$ cat src/rtl/reset_sequencer.sv
// reset_sequencer: holds downstream resets until PLL locks are stable, then releases domains in order.
// Optional hold-timeout detector enabled by RESET_SEQ_HOLD_TIMEOUT_EN.
module reset_sequencer #(
  parameter int NUM_LOCKS           = 2,
  parameter int NUM_DOMAINS         = 3,
  parameter int LOCK_STABLE_CYCLES  = 1024,
  parameter int BTN_DEBOUNCE_CYCLES = 250000,
  parameter int STAGGER_CYCLES      = 16,
  parameter bit BTN_ACTIVE_LOW      = 1'b1
`ifdef RESET_SEQ_HOLD_TIMEOUT_EN
  ,parameter int HOLD_TIMEOUT_CYCLES = 2**24
`endif
) (
  input  logic                   clk,
  input  logic                   rst_n,
  input  logic [NUM_LOCKS-1:0]   locked_i,
  input  logic                   btn_i,
  output logic [NUM_DOMAINS-1:0] domain_rst_n_o,
  output logic                   ready_o,
  output logic [1:0]             state_o,
  output logic                   lock_lost_o,
  output logic [7:0]             lock_loss_count_o
`ifdef RESET_SEQ_HOLD_TIMEOUT_EN
  ,output logic                  timeout_o
`endif
);
  localparam int REL_SPAN = NUM_DOMAINS * STAGGER_CYCLES;
  localparam int CNT_MAX  = (LOCK_STABLE_CYCLES > REL_SPAN) ? LOCK_STABLE_CYCLES : REL_SPAN;
  localparam int CW       = $clog2(CNT_MAX + 1);
  localparam int DW       = $clog2(BTN_DEBOUNCE_CYCLES + 1);

  typedef enum logic [1:0] {HOLD, WAIT_STABLE, RELEASE, RUN} state_t;

  logic [1:0][NUM_LOCKS-1:0] lock_sync_q, lock_sync_d;
  logic [1:0]                btn_sync_q, btn_sync_d;
  logic [DW-1:0]             db_cnt_q, db_cnt_d;
  logic                      btn_db_q, btn_db_d;
  state_t                    state_q, state_d;
  logic [CW-1:0]             cnt_q, cnt_d;
  logic [NUM_DOMAINS-1:0]    dom_q, dom_d;
  logic                      ready_q, ready_d;
  logic                      lost_q, lost_d;
  logic [7:0]                loss_q, loss_d;
  logic                      all_locked, raw, fault;

  assign all_locked = &lock_sync_q[1];
  assign raw        = btn_sync_q[1] ^ BTN_ACTIVE_LOW;
  assign fault      = !all_locked | btn_db_q;

  always_comb begin
    lock_sync_d = {lock_sync_q[0], locked_i};
    btn_sync_d  = {btn_sync_q[0], btn_i};
    db_cnt_d    = '0;
    btn_db_d    = btn_db_q;
    if (raw != btn_db_q) begin
      if (db_cnt_q == DW'(BTN_DEBOUNCE_CYCLES - 1)) btn_db_d = raw;
      else db_cnt_d = db_cnt_q + 1'b1;
    end
  end

  always_comb begin
    state_d = state_q;
    cnt_d   = cnt_q;
    dom_d   = dom_q;
    ready_d = ready_q;
    lost_d  = lost_q;
    loss_d  = loss_q;
    if (fault) begin
      state_d = HOLD;
      cnt_d   = '0;
      dom_d   = '0;
      ready_d = 1'b0;
      // lock loss wins over a simultaneous button press
      if (!all_locked && state_q != HOLD) begin
        lost_d = 1'b1;
        loss_d = loss_q + 8'(loss_q != 8'hff);
      end
    end else begin
      case (state_q)
        HOLD: begin
          state_d = WAIT_STABLE;
          cnt_d   = '0;
        end
        WAIT_STABLE: begin
          state_d = (cnt_q == CW'(LOCK_STABLE_CYCLES - 1)) ? RELEASE : WAIT_STABLE;
          cnt_d   = (cnt_q == CW'(LOCK_STABLE_CYCLES - 1)) ? '0 : cnt_q + 1'b1;
        end
        RELEASE: begin
          cnt_d = cnt_q + 1'b1;
          for (int k = 0; k < NUM_DOMAINS; k++) begin
            if (cnt_q == CW'(k * STAGGER_CYCLES)) begin
              dom_d[k] = 1'b1;
              if (k == NUM_DOMAINS - 1) begin
                state_d = RUN;
                ready_d = 1'b1;
              end
            end
          end
        end
        default: ;
      endcase
    end
  end

`ifdef RESET_SEQ_HOLD_TIMEOUT_EN
  localparam int TW = $clog2(HOLD_TIMEOUT_CYCLES + 1);
  logic [TW-1:0] hold_cnt_q, hold_cnt_d;
  logic          timeout_q, timeout_d;
  logic          hold_full;

  assign hold_full = hold_cnt_q == TW'(HOLD_TIMEOUT_CYCLES - 1);

  always_comb begin
    hold_cnt_d = (state_q != HOLD) ? '0 : hold_full ? hold_cnt_q : hold_cnt_q + 1'b1;
    timeout_d  = (state_d == RUN && state_q != RUN) ? 1'b0 :
                 (state_q == HOLD && hold_full) ? 1'b1 : timeout_q;
  end

  always_ff @(posedge clk or negedge rst_n) begin
    if (!rst_n) begin
      hold_cnt_q <= '0;
      timeout_q  <= 1'b0;
    end else begin
      hold_cnt_q <= hold_cnt_d;
      timeout_q  <= timeout_d;
    end
  end

  assign timeout_o = timeout_q;
`endif

  always_ff @(posedge clk or negedge rst_n) begin
    if (!rst_n) begin
      lock_sync_q <= '0;
      btn_sync_q  <= '0;
      db_cnt_q    <= '0;
      btn_db_q    <= 1'b0;
      state_q     <= HOLD;
      cnt_q       <= '0;
      dom_q       <= '0;
      ready_q     <= 1'b0;
      lost_q      <= 1'b0;
      loss_q      <= '0;
    end else begin
      lock_sync_q <= lock_sync_d;
      btn_sync_q  <= btn_sync_d;
      db_cnt_q    <= db_cnt_d;
      btn_db_q    <= btn_db_d;
      state_q     <= state_d;
      cnt_q       <= cnt_d;
      dom_q       <= dom_d;
      ready_q     <= ready_d;
      lost_q      <= lost_d;
      loss_q      <= loss_d;
    end
  end

  assign domain_rst_n_o    = dom_q;
  assign ready_o           = ready_q;
  assign state_o           = state_q;
  assign lock_lost_o       = lost_q;
  assign lock_loss_count_o = loss_q;
endmodule

$ cat config.mk
export PLATFORM = sky130hd
export DESIGN_NAME = reset_sequencer
export DESIGN_NICKNAME = d
export VERILOG_FILES = /design/src/rtl/reset_sequencer.sv
export SDC_FILE = /design/constraint.sdc
export NUM_CORES = 1
export LEC_CHECK = 0
export ABC_AREA = 1
export BUFFER_PORTS_ARGS = -buffer_cell sky130_fd_sc_hd__buf_2
export CAP_MARGIN = 20
export CELL_PAD_IN_SITES_DETAIL_PLACEMENT = 2
export CELL_PAD_IN_SITES_GLOBAL_PLACEMENT = 2
export CORE_ASPECT_RATIO = 1.4
export CORE_MARGIN = 3
export CORE_UTILIZATION = 30
export DETAILED_ROUTE_END_ITERATION = 6
export MAX_ROUTING_LAYER = met4
export PLACE_DENSITY_LB_ADDON = 0.1
export REMOVE_ABC_BUFFERS = 1
export SYNTH_ARGS = -nofsm -noshare
export SYNTH_HDL_FRONTEND = slang
export SYNTH_SLANG_ARGS = --single-unit
$ cat constraint.sdc
create_clock -name clk -period 1.9 [get_ports clk]
set_input_delay 0.095 -clock clk [delete_from_list [all_inputs] [get_ports clk]]
set_output_delay 0.095 -clock clk [all_outputs]
set_load 0.02 [all_outputs]
# Word-level counts from Yosys, hierarchy flattened
# Index checks and enable logic that the tools add are counted.
dict set report op_classes {
  n_reduce_logical 17
  n_bitwise 2
  n_addsub 3
  n_mux 16
  eq_ne 9
}
# operator count
set ops {}
lappend ops {{two-way mux 18 bit} 2}
lappend ops {{one-hot mux 11 bit (3 select lines)} 1}
lappend ops {{two-way mux 11 bit} 2}
lappend ops {{adder 18 x 1 -> 18 bit, second input constant} 1}
lappend ops {{== test 18 bit, second input constant} 1}
lappend ops {{AND reduction 2 bit} 7}
lappend ops {{adder 11 x 1 -> 11 bit, second input constant} 1}
lappend ops {{== test 11 x 10 -> 1 bit, second input constant} 1}
lappend ops {{== test 11 x 5 -> 1 bit, second input constant} 1}
lappend ops {{== test 11 x 6 -> 1 bit, second input constant} 1}
lappend ops {{logical NOT 11 bit} 1}
lappend ops {{nonzero test 2 bit} 5}
lappend ops {{adder 8 x 1 -> 8 bit} 1}
lappend ops {{!= test 8 bit, second input constant} 1}
lappend ops {{two-way mux 2 bit} 3}
lappend ops {{two-way mux 3 bit} 2}
lappend ops {{one-hot mux 2 bit (3 select lines)} 1}
lappend ops {{two-way mux 1 bit} 5}
lappend ops {{nonzero test 4 bit} 1}
lappend ops {{!= test 3 bit, second input constant} 1}
lappend ops {{== test 2 x 1 -> 1 bit, second input constant} 1}
lappend ops {{== test 2 bit, second input constant} 1}
lappend ops {{logical NOT 2 bit} 1}
lappend ops {{logical AND 1 bit} 1}
lappend ops {{4 further kinds} 4}
dict set report totals {
  output_inout_bits 15
  word_cells 60
  ff_bits 51
}

# Depth between registers and ports, before layout
dict set report logic_depth {
  ltp_word 5
  depth_mapped 11
  ltp_nobuf 11
}

# Worst setup path before layout
# OpenSTA, ideal clock, no wires.
dict set report synth_path {
  path_type {reg-to-reg}
  from {register loss_q[3], in the netlist lock_loss_count_o[3]}
  to {register loss_q[6], in the netlist lock_loss_count_o[6]}
  period_less_slack_ps 1761
  n_path_buf 0
  setup_slack_ps 139
  t_arrival_ps 1643
  path_stages_with_launch 12
  path_cell_list {dfrtp_1 -> nand2_1 -> nor2_1 -> nand3_1 -> nand3b_1 -> ha_1 -> ha_1 -> inv_1 -> nor2_1 -> nand2_1 -> xor2_1 -> inv_1}
}
dict set report synth_between {
  elab_chain_cells 2
}
# element line
set synth_rtl {}
lappend synth_rtl {{start, declared} 43} ;# logic [7:0] loss_q, loss_d;
lappend synth_rtl {{start signal, assigned} 154} ;# loss_q <= loss_d;
lappend synth_rtl {{!= test 8 bit} 76} ;# loss_d = loss_q + 8'(loss_q != 8'hff);
lappend synth_rtl {{adder 8 x 1 -> 8 bit *} 76}
# Mark *: on every way between the ends. The rest lies on a longest branch, timed or not.
# A chain may end at the register's enable or synchronous reset.

# Final worst setup path
dict set report layout_path {
  from {register loss_q[4], in the netlist lock_loss_count_o[4]}
  to {register loss_q[6], in the netlist lock_loss_count_o[6]}
}
# The elaborated chain is that of the path after synthesis.

==> results.sh <==
export IMPL_swShare=0.271
export IMPL_worstPathMaxFanout=4
export IMPL_synth_simple_gate_area_frac=0.302
export IMPL_slew_headroom=0.641
export IMPL_clkLatencyLatePin_ns=0.29
export IMPL_synth_compound_area_frac=0.0430
export IMPL_dp_hpwl_um=5380
export IMPL_fill_cells=975
export IMPL_synthCells=321
export IMPL_start_util=0.314
export IMPL_fmax_mhz=553
export IMPL_min_path_type="in -> async"
export IMPL_path_cells="nand2_1, nor2_2, nand3_1, nand3b_1, ha_2, ha_1, inv_1, nor2_1, nand2_1, xor2_1, inv_1"
export IMPL_slowest_delay_ns=0.40
export IMPL_start_kind="flop"
export IMPL_gp_congestion=0.769
export IMPL_diodes=0
export IMPL_die_h_um=117
export IMPL_fp_dieArea_mm2=0.00990
export IMPL_multi_input_area_mm2=0.00120
export IMPL_layout_drive_gt1_share=0.162
export IMPL_synth_seq_cells=50
export IMPL_num_io_pins=20
export IMPL_die_x_um=85.0
export IMPL_reg2reg_slack_ns=0.09
export IMPL_clkTransAtPathRegs_ns=0.07
export IMPL_synth_top_family_by_area="simple AND/OR/NAND/NOR gates"
export IMPL_power_total_mw=2.43
export IMPL_avgSynthCellArea_um2=8.16
export IMPL_clk_root_buffer_cell="clkbuf_16"
export IMPL_critPathRequiredTime_ns=2.08
export IMPL_nNetsFinal=369
export IMPL_clkPwrFrac=0.391
export IMPL_power_density_mw_per_mm2=782
export IMPL_max_cap_violations=0
export IMPL_synthTopCellsByArea="dfrtp_1 (48%), nand2_1 (11%), nor2_1 (8.2%)"
export IMPL_setup_viol=0
export IMPL_track_usage=0.162
export IMPL_cts_max_level=2
export IMPL_cts_tree="built"
export IMPL_fin_crit_ns=1.81
export IMPL_viasPerCell=4.79
export IMPL_grt_pass1_wl_um=12100
export IMPL_yosysTopAreaCell="dfrtp_1"
export IMPL_p_int_mw=1.77
export IMPL_layout_common_cells="nand2_1 (74), nor2_1 (54), dfrtp_1 (49), inv_1 (41)"
export IMPL_netlist_area_leader_share=0.478
export IMPL_layout_commonest_cell="nand2_1"
export IMPL_slew_violations=0
export IMPL_totalWireLength_um=7020
export IMPL_power_static_leakage_nw=1.45
export IMPL_drt_iter0_drc=61
export IMPL_num_rows=39
export IMPL_pwr_share_comb=0.128
export IMPL_rsz0062_at_grt="yes"
export IMPL_wl_per_cell_um=15.3
export IMPL_portBuffers=19
export IMPL_synth_xor_area_frac=0.0669
export IMPL_ctsLongestPathBuffers=2
export IMPL_ys_warn_count=0
export IMPL_area_delta_synth_final_pct=18.6
export IMPL_drtPass1Iterations=3
export IMPL_post_route_drc_count=0
export IMPL_core_area_mm2=0.00834
export IMPL_cp_slowest_cell="dfrtp_1"
export IMPL_post_route_util=0.372
export IMPL_power_frac_seq=0.481
export IMPL_grt_remaining_overflow=0
export IMPL_grt_pass1_vias=2435
export IMPL_seq_area_mm2=0.00125
export IMPL_worstSetupPathType="reg -> reg"
export IMPL_status="finished clean"
export IMPL_synthMuxAreaShare=0
export IMPL_holdWs_ns=0.317
export IMPL_cts_made_buffers=5
export IMPL_yosys_cell_types_count=32
export IMPL_skew_ns=0.00369
export IMPL_synth_area_mm2=0.00262
export IMPL_ant_nets=0
export IMPL_endpoint_kind="flop"
export IMPL_finalHoldViolCount=0
export IMPL_vias=2197
export IMPL_ys_seq_area_frac=0.478
export IMPL_crit_arrival_ns=1.99
export IMPL_irDropWorstVdd_mv=0.460
export IMPL_p_switching_uw=659
export IMPL_synth_fa_ha_area_frac=0.0382
export IMPL_grt_max_degree=31
export IMPL_worstMarginPinSlew_ns=0.539
export IMPL_fin_crit_sh=0.952
export IMPL_antenna_found_initial=0
export IMPL_cts_sinks=50
[registers in the layout (all words and copies together), names as in the netlist]
signal,count
lock_loss_count_o,8
db_cnt_q,18
cnt_q,11
lock_sync_d,2
state_o,2
lock_lost_o,1
btn_sync_q,2
lock_sync_q,2
domain_rst_n_o,3
btn_db_q,1
[synthesized netlist by cell type]
library cell / n
inv_2: 1
xor2_1: 19
nor2_1: 57
nor2_2: 7
o21a_1: 1
nor3b_1: 1
nand3_1: 18
nand3b_1: 2
o21ai_0: 6
ha_1: 8
nand4_1: 7
nor3_1: 3
o22ai_1: 1
nor3b_2: 1
inv_1: 41
o21ai_1: 2
nand2_2: 4
a21o_1: 1
dfrtp_1: 50
buf_6: 2
o21ai_2: 1
a211oi_1: 1
nand3_2: 2
buf_4: 1
nor3_2: 1
or2_2: 1
a21oi_1: 4
o31ai_1: 1
nand2_1: 74
xnor2_1: 1
o21bai_1: 1
nor2_4: 1
[stage by stage]
step	setup TNS [ns]	cell area, um^2	worst slack (ns)	cells
4_1_cts	0	3070	0.0131	456
3_5_place_dp	0	2870	0.0939	444
6_report	0	3110	0.0905	459
3_3_place_gp	0	2870	0.181	444
5_1_grt	-0.123	3110	-0.0957	459
2_1_floorplan	0	2590	0.139	318
[kinds of logic (layout without fill, tap and decap cells)]
logic type / Yosys count / count (layout)
adders and majority gates: 8 / 8
buffers and inverters: 45 / 81
DFF: 50 / 50
xor gates and xnor gates: 20 / 20
and+or+nand+nor: 179 / 179
AOI/OAI and AO/OA: 19 / 19
[routing by layer]
metal	global-route usage	up-vias	routed length [um]
li1	-	1066	-
met1	0.162	1113	2620
met2	0.316	14	4170
met3	0.0233	4	123
met4	0.0539	0	102
met5	-	-	0
[final timing paths]
check,start,to,depth (start not counted)
setup / recovery,lock_loss_count_o[4],lock_loss_count_o[6],11
hold / removal,rst_n,cnt_q[3],2
setup reg to reg,lock_loss_count_o[4],lock_loss_count_o[6],11
hold reg to reg,lock_sync_d[2],lock_sync_q[2],0
max in group asynchronous,rst_n,db_cnt_q[12],3
min in group clk,lock_sync_d[2],lock_sync_q[2],0
[worst max-delay path: cells and delay by family (launching register included)]
kind	cells	cell delay [ns]
flops	1	0.40
fa+ha+maj	2	0.38
xor+xnor	1	0.14
buf+inv	2	0.14
simple gates	6	0.64
[what timing repair did]
item                                    4_1_cts  5_1_grt
buffers inserted                              0        3
endpoints found under the setup margin        0       16
gates resized for setup                       0        6
hold buffers                                  4        0
hold endpoints to repair                     23        0
[power by group through the flow]
stage	registers [mW]	clock network (mW)	logic (mW)
floorplan	1.23	0	0.0894
global placement	1.19	0	0.250
detailed placement	1.19	0	0.257
CTS	1.18	0.992	0.270
global route	1.18	1.02	0.346
finish	1.17	0.951	0.311
[cell type report]
| class | count | share of cell area |
|---|---|---|
| timing repair buffer | 31 | 0.0709 |
| tap | 102 | 0.0411 |
| clock inverter | 1 | 0.00282 |
| multi-input combinational | 226 | 0.385 |
| sequential | 50 | 0.403 |
| clock buffer | 7 | 0.0459 |
| inverter | 42 | 0.0507 |
(Power assumes the default switching activity.)
